### config.mk
export PLATFORM = sky130hd
export DESIGN_NAME = ram_256x16_flat
export DESIGN_NICKNAME = d
export VERILOG_FILES = /design/src/rtl/sap_pkg.sv /design/src/rtl/ram_256x16_if.sv /design/src/rtl/ram_256x16_core.sv /design/src/rtl/ram_256x16.sv /design/src/flat_wrapper.sv
export SDC_FILE = /design/constraint.sdc
export NUM_CORES = 2
export LEC_CHECK = 0
export ABC_CLOCK_PERIOD_IN_PS = 4300
export BUFFER_PORTS_ARGS = -buffer_cell sky130_fd_sc_hd__buf_2
export CORE_ASPECT_RATIO = 1.4
export CORE_MARGIN = 2
export CORE_UTILIZATION = 45
export DETAILED_ROUTE_END_ITERATION = 7
export REMOVE_ABC_BUFFERS = 1
export SLEW_MARGIN = 40
export SYNTH_ARGS = -nofsm -noshare
export SYNTH_HDL_FRONTEND = slang
export SYNTH_HIERARCHICAL = 1
export SYNTH_SLANG_ARGS = --single-unit
### constraint.sdc
create_clock -name clk -period 4.3 [get_ports clk]
set_input_delay 0.86 -clock clk [delete_from_list [all_inputs] [get_ports clk]]
set_output_delay 0.86 -clock clk [all_outputs]
set_load 0.02 [all_outputs]
### src/rtl/sap_pkg.sv
// Shared definitions for the SAP datapath: bus/address widths and the
// boot-loader state type used by the main memory stage.
package sap_pkg;

  localparam int ADDR_W = 8;
  localparam int DATA_W = 16;
  localparam int DEPTH  = 1 << ADDR_W;

  typedef enum logic [1:0] {
    IDLE = 2'd0,
    LOAD = 2'd1,
    DONE = 2'd2
  } load_state_t;

endpackage

### src/rtl/ram_256x16_if.sv
// CPU-side and boot-loader-side signals of the main memory stage.
// The master side drives strobes and loader words; the slave side is the RAM.
interface ram_256x16_if;
  import sap_pkg::*;

  logic [ADDR_W-1:0] mar_addr;
  logic [DATA_W-1:0] bus;
  logic              ram_write;
  logic              ram_read;
  logic [DATA_W-1:0] ram_out;
  logic              prog_mode;
  logic              prog_valid;
  logic [DATA_W-1:0] prog_data;
  logic              prog_ready;
  logic              prog_done;
  logic [ADDR_W:0]   prog_count;

  modport master (
    output mar_addr, bus, ram_write, ram_read,
    output prog_mode, prog_valid, prog_data,
    input  ram_out, prog_ready, prog_done, prog_count
  );

  modport slave (
    input  mar_addr, bus, ram_write, ram_read,
    input  prog_mode, prog_valid, prog_data,
    output ram_out, prog_ready, prog_done, prog_count
  );

endinterface

### src/rtl/ram_256x16_core.sv
// Single-port synchronous RAM with registered read data.
// A read and a write to the same word in one cycle return the old word.
module ram_core #(
  parameter int ADDR_W = 8,
  parameter int DATA_W = 16
) (
  input  logic              clk,
  input  logic              rst,
  input  logic              we,
  input  logic [ADDR_W-1:0] addr,
  input  logic [DATA_W-1:0] wdata,
  input  logic              re,
  output logic [DATA_W-1:0] rdata
);

  localparam int DEPTH = 1 << ADDR_W;

  logic [DATA_W-1:0] mem [DEPTH];

  // Array contents survive reset so a loaded program is not lost.
  always_ff @(posedge clk) begin
    if (we) begin
      mem[addr] <= wdata;
    end
  end

  always_ff @(posedge clk) begin
    if (rst) begin
      rdata <= '0;
    end else if (re) begin
      rdata <= mem[addr];
    end
  end

endmodule

### src/rtl/ram_256x16.sv
// Main memory stage: CPU read/write port plus a valid/ready boot loader
// that streams a program into the array before the CPU runs.
module ram_256x16
  import sap_pkg::*;
(
  input  logic         clk,
  input  logic         rst,
  ram_256x16_if.slave  io
);

  load_state_t       state;
  load_state_t       next_state;
  logic [ADDR_W-1:0] ptr;
  logic [ADDR_W:0]   count;
  logic              ready_q;
  logic              done_q;
  logic              accept;

  logic              core_we;
  logic              core_re;
  logic [ADDR_W-1:0] core_addr;
  logic [DATA_W-1:0] core_wdata;
  logic [DATA_W-1:0] core_rdata;

  assign accept = (state == LOAD) && io.prog_valid;

  // Handshake flags are registered from the upcoming state so they line up with it.
  always_ff @(posedge clk) begin
    if (rst) begin
      state   <= IDLE;
      ptr     <= '0;
      count   <= '0;
      ready_q <= 1'b0;
      done_q  <= 1'b0;
    end else begin
      state   <= next_state;
      ready_q <= (next_state == LOAD);
      done_q  <= (next_state == DONE);
      if ((state == IDLE) && io.prog_mode) begin
        ptr   <= '0;
        count <= '0;
      end else if (accept) begin
        ptr   <= ptr + 1'b1;
        count <= count + 1'b1;
      end
    end
  end

  always_comb begin
    next_state = state;
    unique case (state)
      IDLE: if (io.prog_mode) next_state = LOAD;
      LOAD: if ((accept && (&ptr)) || !io.prog_mode) next_state = DONE;
      DONE: if (!io.prog_mode) next_state = IDLE;
      default: next_state = IDLE;
    endcase
  end

  // The loader owns the array while loading; CPU strobes only act in IDLE.
  always_comb begin
    core_we    = 1'b0;
    core_re    = 1'b0;
    core_addr  = io.mar_addr;
    core_wdata = io.bus;
    unique case (state)
      IDLE: begin
        core_we = io.ram_write & ~rst;
        core_re = io.ram_read;
      end
      LOAD: begin
        core_we    = accept & ~rst;
        core_addr  = ptr;
        core_wdata = io.prog_data;
      end
      default: begin
      end
    endcase
  end

  ram_core #(
    .ADDR_W (ADDR_W),
    .DATA_W (DATA_W)
  ) u_core (
    .clk   (clk),
    .rst   (rst),
    .we    (core_we),
    .addr  (core_addr),
    .wdata (core_wdata),
    .re    (core_re),
    .rdata (core_rdata)
  );

  assign io.ram_out    = core_rdata;
  assign io.prog_ready = ready_q;
  assign io.prog_done  = done_q;
  assign io.prog_count = count;

endmodule

### src/flat_wrapper.sv
// flat-port wrapper written by rule: the top's interface ports become plain ports
module ram_256x16_flat import sap_pkg::*;
  (clk, rst, io_mar_addr, io_bus, io_ram_write, io_ram_read, io_prog_mode, io_prog_valid, io_prog_data, io_ram_out, io_prog_ready, io_prog_done, io_prog_count);
  ram_256x16_if io_i ();
  input  logic clk;
  input  logic rst;
  input wire logic [$bits(io_i.mar_addr)-1:0] io_mar_addr;
  input wire logic [$bits(io_i.bus)-1:0] io_bus;
  input wire logic [$bits(io_i.ram_write)-1:0] io_ram_write;
  input wire logic [$bits(io_i.ram_read)-1:0] io_ram_read;
  input wire logic [$bits(io_i.prog_mode)-1:0] io_prog_mode;
  input wire logic [$bits(io_i.prog_valid)-1:0] io_prog_valid;
  input wire logic [$bits(io_i.prog_data)-1:0] io_prog_data;
  output wire logic [$bits(io_i.ram_out)-1:0] io_ram_out;
  output wire logic [$bits(io_i.prog_ready)-1:0] io_prog_ready;
  output wire logic [$bits(io_i.prog_done)-1:0] io_prog_done;
  output wire logic [$bits(io_i.prog_count)-1:0] io_prog_count;
  assign io_i.mar_addr = io_mar_addr;
  assign io_i.bus = io_bus;
  assign io_i.ram_write = io_ram_write;
  assign io_i.ram_read = io_ram_read;
  assign io_i.prog_mode = io_prog_mode;
  assign io_i.prog_valid = io_prog_valid;
  assign io_i.prog_data = io_prog_data;
  assign io_ram_out = io_i.ram_out;
  assign io_prog_ready = io_i.prog_ready;
  assign io_prog_done = io_i.prog_done;
  assign io_prog_count = io_i.prog_count;
  ram_256x16 u_core (.clk(clk), .rst(rst), .io(io_i));
endmodule
[Word-level counts from Yosys, hierarchy flattened]
Memories as Yosys holds them, arrays and structs flattened. A register that Yosys moved wholly into a read port is not among the register bits.
Index checks and enable logic that the tools add are counted.
Operators by class
  div/mod/pow operators: 0
  mux-type cells: 10
  shifts and indexed selects: 0
  $lt $le $gt $ge: 0
  equal/unequal tests: 4
  add/subtract/negate cells: 2
  reduce and logical (&&, ||, !) cells: 8
  bitwise logic cells: 3
  multipliers: 0
Operator list (count)
  16-bit 2-to-1 mux: 1
  9-bit by 1-bit adder with 9-bit output, second input constant: 1
  8-bit by 1-bit adder with 8-bit output, second input constant: 1
  8-bit 2-to-1 mux: 1
  8-bit AND reduction: 1
  2-bit 2-to-1 mux: 3
  2-bit case mux with 3 select lines: 1
  2-bit by 1-bit equality test with 1-bit output, second input constant: 2
  2-bit equality test, second input constant: 2
  1-bit logical AND: 3
  1-bit 2-to-1 mux: 3
  1-bit bitwise AND: 2
  2-bit logical NOT: 1
  1-bit case mux with 2 select lines: 1
  2-bit OR reduction: 1
  1-bit logical NOT: 1
  1-bit logical OR: 1
  1-bit NOT: 1
Storage, ports and cells
  memory bits (writable): 4096
  output and inout port bits: 27
  bits in latches: 0
  memories: 1
  flip-flop bits (word level): 21
  memory bits (read-only): 0
  bits of input ports: 46
Memories
  u_core.u_core.mem: words 256, width 16, read ports 1, clocked after memory_dff 1, write ports 1, RTL line ram_256x16_core.sv:18  | logic [DATA_W-1:0] mem [DEPTH];

[Longest topological paths before layout]
  word-level depth: 7
  depth in mapped cells: 19
  depth with buffers taken out: 9

[Hierarchy]
The synthesis kept the hierarchy.
Modules (own cells, without submodules)
  ram_core: sequential area each 123318.3 um2, cells each 7039, area each 156771.6 um2, instances 1
  ram_256x16: sequential area each 420.4 um2, cells each 131, area each 1246.2 um2, instances 1

[Least setup slack after synthesis]
Ideal clock, no wire load.
  path type: reg-to-reg
  start: reg u_core.state[1]
  end: mem u_core.u_core.mem[144][0] (enable)
  cell stages (with the launch flop): 14
  buffers on the path: 9
  arrival: 3.989 ns
  required time: 3.891 ns
  setup slack: -0.099 ns
  period minus slack after synthesis: 4.399 ns
  path through: dfxtp_1 > nand2b_1 > buf_2 > buf_2 > mux2_2 > buf_4 > buf_4 > buf_4 > buf_2 > clkbuf_1 > buf_2 > or2_2 > clkbuf_1 > nor3_1
Between the ends
  elaborated cells between the ends (all ways): 8
  classes of those cells: eq/ne: 1; mux: 4; bitwise: 1; reduce/logical: 2
RTL lines
  start: declaration: RTL line ram_256x16.sv:11  | load_state_t state;
  start signal: assignment: RTL line ram_256x16.sv:36  | state <= next_state;
  2-bit by 1-bit equality test with 1-bit output: RTL line ram_256x16.sv:65  | unique case (state)
  8-bit 2-to-1 mux: RTL line ram_256x16.sv:65
  via u_core.core_addr[1]: RTL line ram_256x16.sv:21  | logic [ADDR_W-1:0] core_addr;
  end: declaration: RTL line ram_256x16_core.sv:18
The timed path passes the listed nets, and every way through them passes these cells.

[Worst setup path in the final report]
  start: reg u_core.state[1]
  end: reg u_core.u_core.rdata[11] (read register of u_core.u_core.mem)
Between the ends
  longest elaborated chain between the ends: 2
  elaborated cells between the ends (all ways): 4
  classes of those cells: eq/ne: 1; mux: 2; reduce/logical: 1
Ends and longest elaborated chain
  2-bit by 1-bit equality test with 1-bit output: RTL line ram_256x16.sv:65
  8-bit 2-to-1 mux: RTL line ram_256x16.sv:65
  via u_core.core_addr[0]: RTL line ram_256x16.sv:21
  end: declaration: RTL line ram_256x16_core.sv:13  | output logic [DATA_W-1:0] rdata
The timed path passes the listed nets, and every way through them passes these cells.
A chain may end at the register's enable or synchronous reset.

==> reports/summary.txt <==
Via count: 79810
Required @ worst endpoint: 5160 ps
First-pass GRT wire length: 634500 um
Post-Synth Simple-Gate Area: 0.02205
Unique masters post-synth: 69
Synthesized area per cell: 22.04 um^2
Hold WC Path Type: primary input to flip-flop
Hold Buf Count CTS: 0
DP Wirelength: 294500 um
Final hold viol count: 0
CTS tree: done
Clock-pin slew on the worst setup and hold paths: 60 ps
I/O Buffers: 72
Clock net sink count: 4133
GRT overflow: 0
Worst-Skew Late Latency: 970 ps
Total power: 84550 uW
Seq cells post-synth: 4133
Multi-input logic area: 0.03286 mm^2
Synth top area cells: edfxtp_1 (78%), mux4_2 (13%), mux2i_1 (1.3%)
Slew Limit Fails: 0
Final setup violation count: 0
Die Ht: 705.2 um
Outcome: complete, no violations
Post-synth EDFFs: 4096
Cell area after synthesis: 0.1580 mm^2
Post-synthesis instance total: 7170
Max-cap violations: 0
FMAX: 236.8 MHz
Synth top cells by count: edfxtp_1 (4096), mux4_2 (934), nor2_1 (312)
Maximum clock insertion buffer count: 4
Critical path arrival: 5090 ps
Layout cells sized above 1: 0.3128
Vias in the first global route: 81170
Crit Path Class: flip-flop to flip-flop
Vias per cell: 6.118
Largest net degree at the start of global routing: 128
Non-Filler Instances: 13050
DP Cell Count: 12340
Std-Cell Rows: 257
Number of buffers created by CTS: 380
Layout Nets: 8121
Final Cycle Share: 0.9820
RSZ-0062 raised after global routing: no
Crit Path Max Fanout: 24
Count leader, synth: edfxtp_1
Compound-cell area share of the yosys netlist: 0.03014
Critical path capture point type: flip-flop
Slew headroom: 0.3282
Area Growth Syn to Fin: 15.86%
Ys Warns: 6
Placed Area: 0.1708 mm^2
Pwr Density: 461.8 mW/mm^2
Most area-hungry cell type in the Yosys netlist: edfxtp_1
Leak: 0.05747 uW
Gr usage total: 0.2529
Largest family of logic cells by synthesized area: multiplexers
FFs w/ async S/R, synth: 0
XOR/XNOR share of the synthesized area: 0.0002217
Final Cell Area: 0.1831 mm^2
Post-layout util: 0.5233
Worst slew pin tran: 996.8 ps
Initial antenna violation count: 13
Initial Util: 0.4517
Boundary Pins: 73
Htree depth: 5
Final worst path period need: 4222 ps
Post-synth top flop: edfxtp_1
Adder-Cell Fraction of Synth Area: 0.0001584
TNS Setup: 0 ps
CP Launch Type: flip-flop
Portion of netlist area occupied by mux cells: 0.1490
Drt pass-1 iters: 6
Clock Skews: 64.64 ps
Max VDD drop: 0.3986 mV
Die ar.: 0.3560 mm^2
Fill count: 27250
Drt total wl: 454400 um
DIE WIDTH: 504.8 um
Final antenna-violating net count: 0
RD Place Congestion: 0.9253
Reg area: 0.1237 mm^2
DR iter-0 viols: 9655
Core area: 0.3499 mm^2
Post-synthesis sequential area ratio: 0.7831
# DRC: 0
WL/cell: 34.83 um
Root Buffer: clkbuf_16
Post-synth top area share: 0.7784
[worst max-delay path, stage by stage (launching register included)]
cell and delay, ps:
dfxtp_1 330, nand2b_2 320, mux2_8 520, buf_4 220
buf_12 170, buf_12 180, buf_12 230, mux4_2 340
o22ai_1 180, or4_1 610, nor2_1 380, a31oi_1 80
a21o_1 240, a211oi_1 230
[stage by stage]
stage / setup WS [ps] / hold WS [ps]
final: 77.54 / 226.7
after global routing: 0.6848 / 227.9
after CTS: 0.4112 / 162.1
after detailed placement: -475.5 / 479.1
after global placement: -837.8 / 469.6
after floorplan: -26860 / 462.2
[registers in the layout, summed over array words and instances, names as in the netlist]
signal	cells
u_core/u_core/mem	4096
u_core/u_core/rdata	16
u_core/io.prog_count	9
u_core/ptr	8
u_core/state	2
u_core/io.prog_done	1
u_core/io.prog_ready	1
[final cells by class]
class                   count  share of cell area
inverters                   6           0.0001367
repair buffers            943             0.04701
well taps                4662             0.03186
diodes                     11           0.0001504
clock inverters           213             0.01043
multi-input cells        2609              0.1795
flip-flops and latches   4133              0.6759
clock buffers             469             0.05507
[placed cells by master (no fill, tap or decap), types with 17 or more instances in the layout]
cell and count:
clkinv_1 81, a21oi_1 47, mux2i_1 212, a22o_1 22
mux2_8 19, clkbuf_1 73, nand4_1 21, clkinv_2 72
nor2_1 248, nand2_1 132, o22ai_1 239, o21ai_0 48
o211ai_1 17, o22a_1 23, nor3_1 25, bufinv_16 29
and3_1 19, clkbuf_16 387, nand3_1 37, a221oi_1 36
buf_4 739, nor3_2 50, a22oi_1 108, nor4_1 28
buf_12 118, dfxtp_1 37, mux4_2 934, buf_2 72
edfxtp_1 4096, nor2_2 63, a31oi_1 18, o221ai_1 27
[report_power, final]
group / switching, uW / internal [uW] / total, uW
logic: 4220 / 2320 / 6540
clock network: 14800 / 18400 / 33200
registers: 72.8 / 44700 / 44800
total: 19100 / 65500 / 84500
[worst paths after layout]
path	from	cells past startpoint	to	slack, ps
hold / removal	io_prog_mode	2	u_core/state[0]	230
setup / recovery	u_core/state[1]	13	u_core/u_core/rdata[11]	80
hold reg to reg	u_core/io.prog_count[8]	2	u_core/io.prog_count[8]	500
setup reg to reg	u_core/state[1]	13	u_core/u_core/rdata[11]	80
[per-layer routing]
metal,track usage,up-vias,share of wire
met5,0,-,0.00016
met4,0.1389,10,0.067
met3,0.03990,890,0.070
met2,0.4336,3498,0.51
met1,0.3070,43130,0.35
li1,-,32280,-
[what timing repair did]
item / CTS / global route
endpoints found under the setup margin: 4 / 7
buffers inserted: 6 / 1
resized for setup: 3 / 8
pin swaps: 0 / 1
[logic make-up (layout without fill, tap and decap cells)]
family	after synthesis	in the layout
AO/OA/AOI/OAI	680	680
XOR/XNOR	4	4
adder cells (fa/ha/maj)	2	2
buffers and inverters	428	1631
flip-flops	4133	4133
multiplexers	1181	1181
other	0	11
AND/OR/NAND/NOR	742	742
Note: power is estimated with default switching activity, not from simulation.
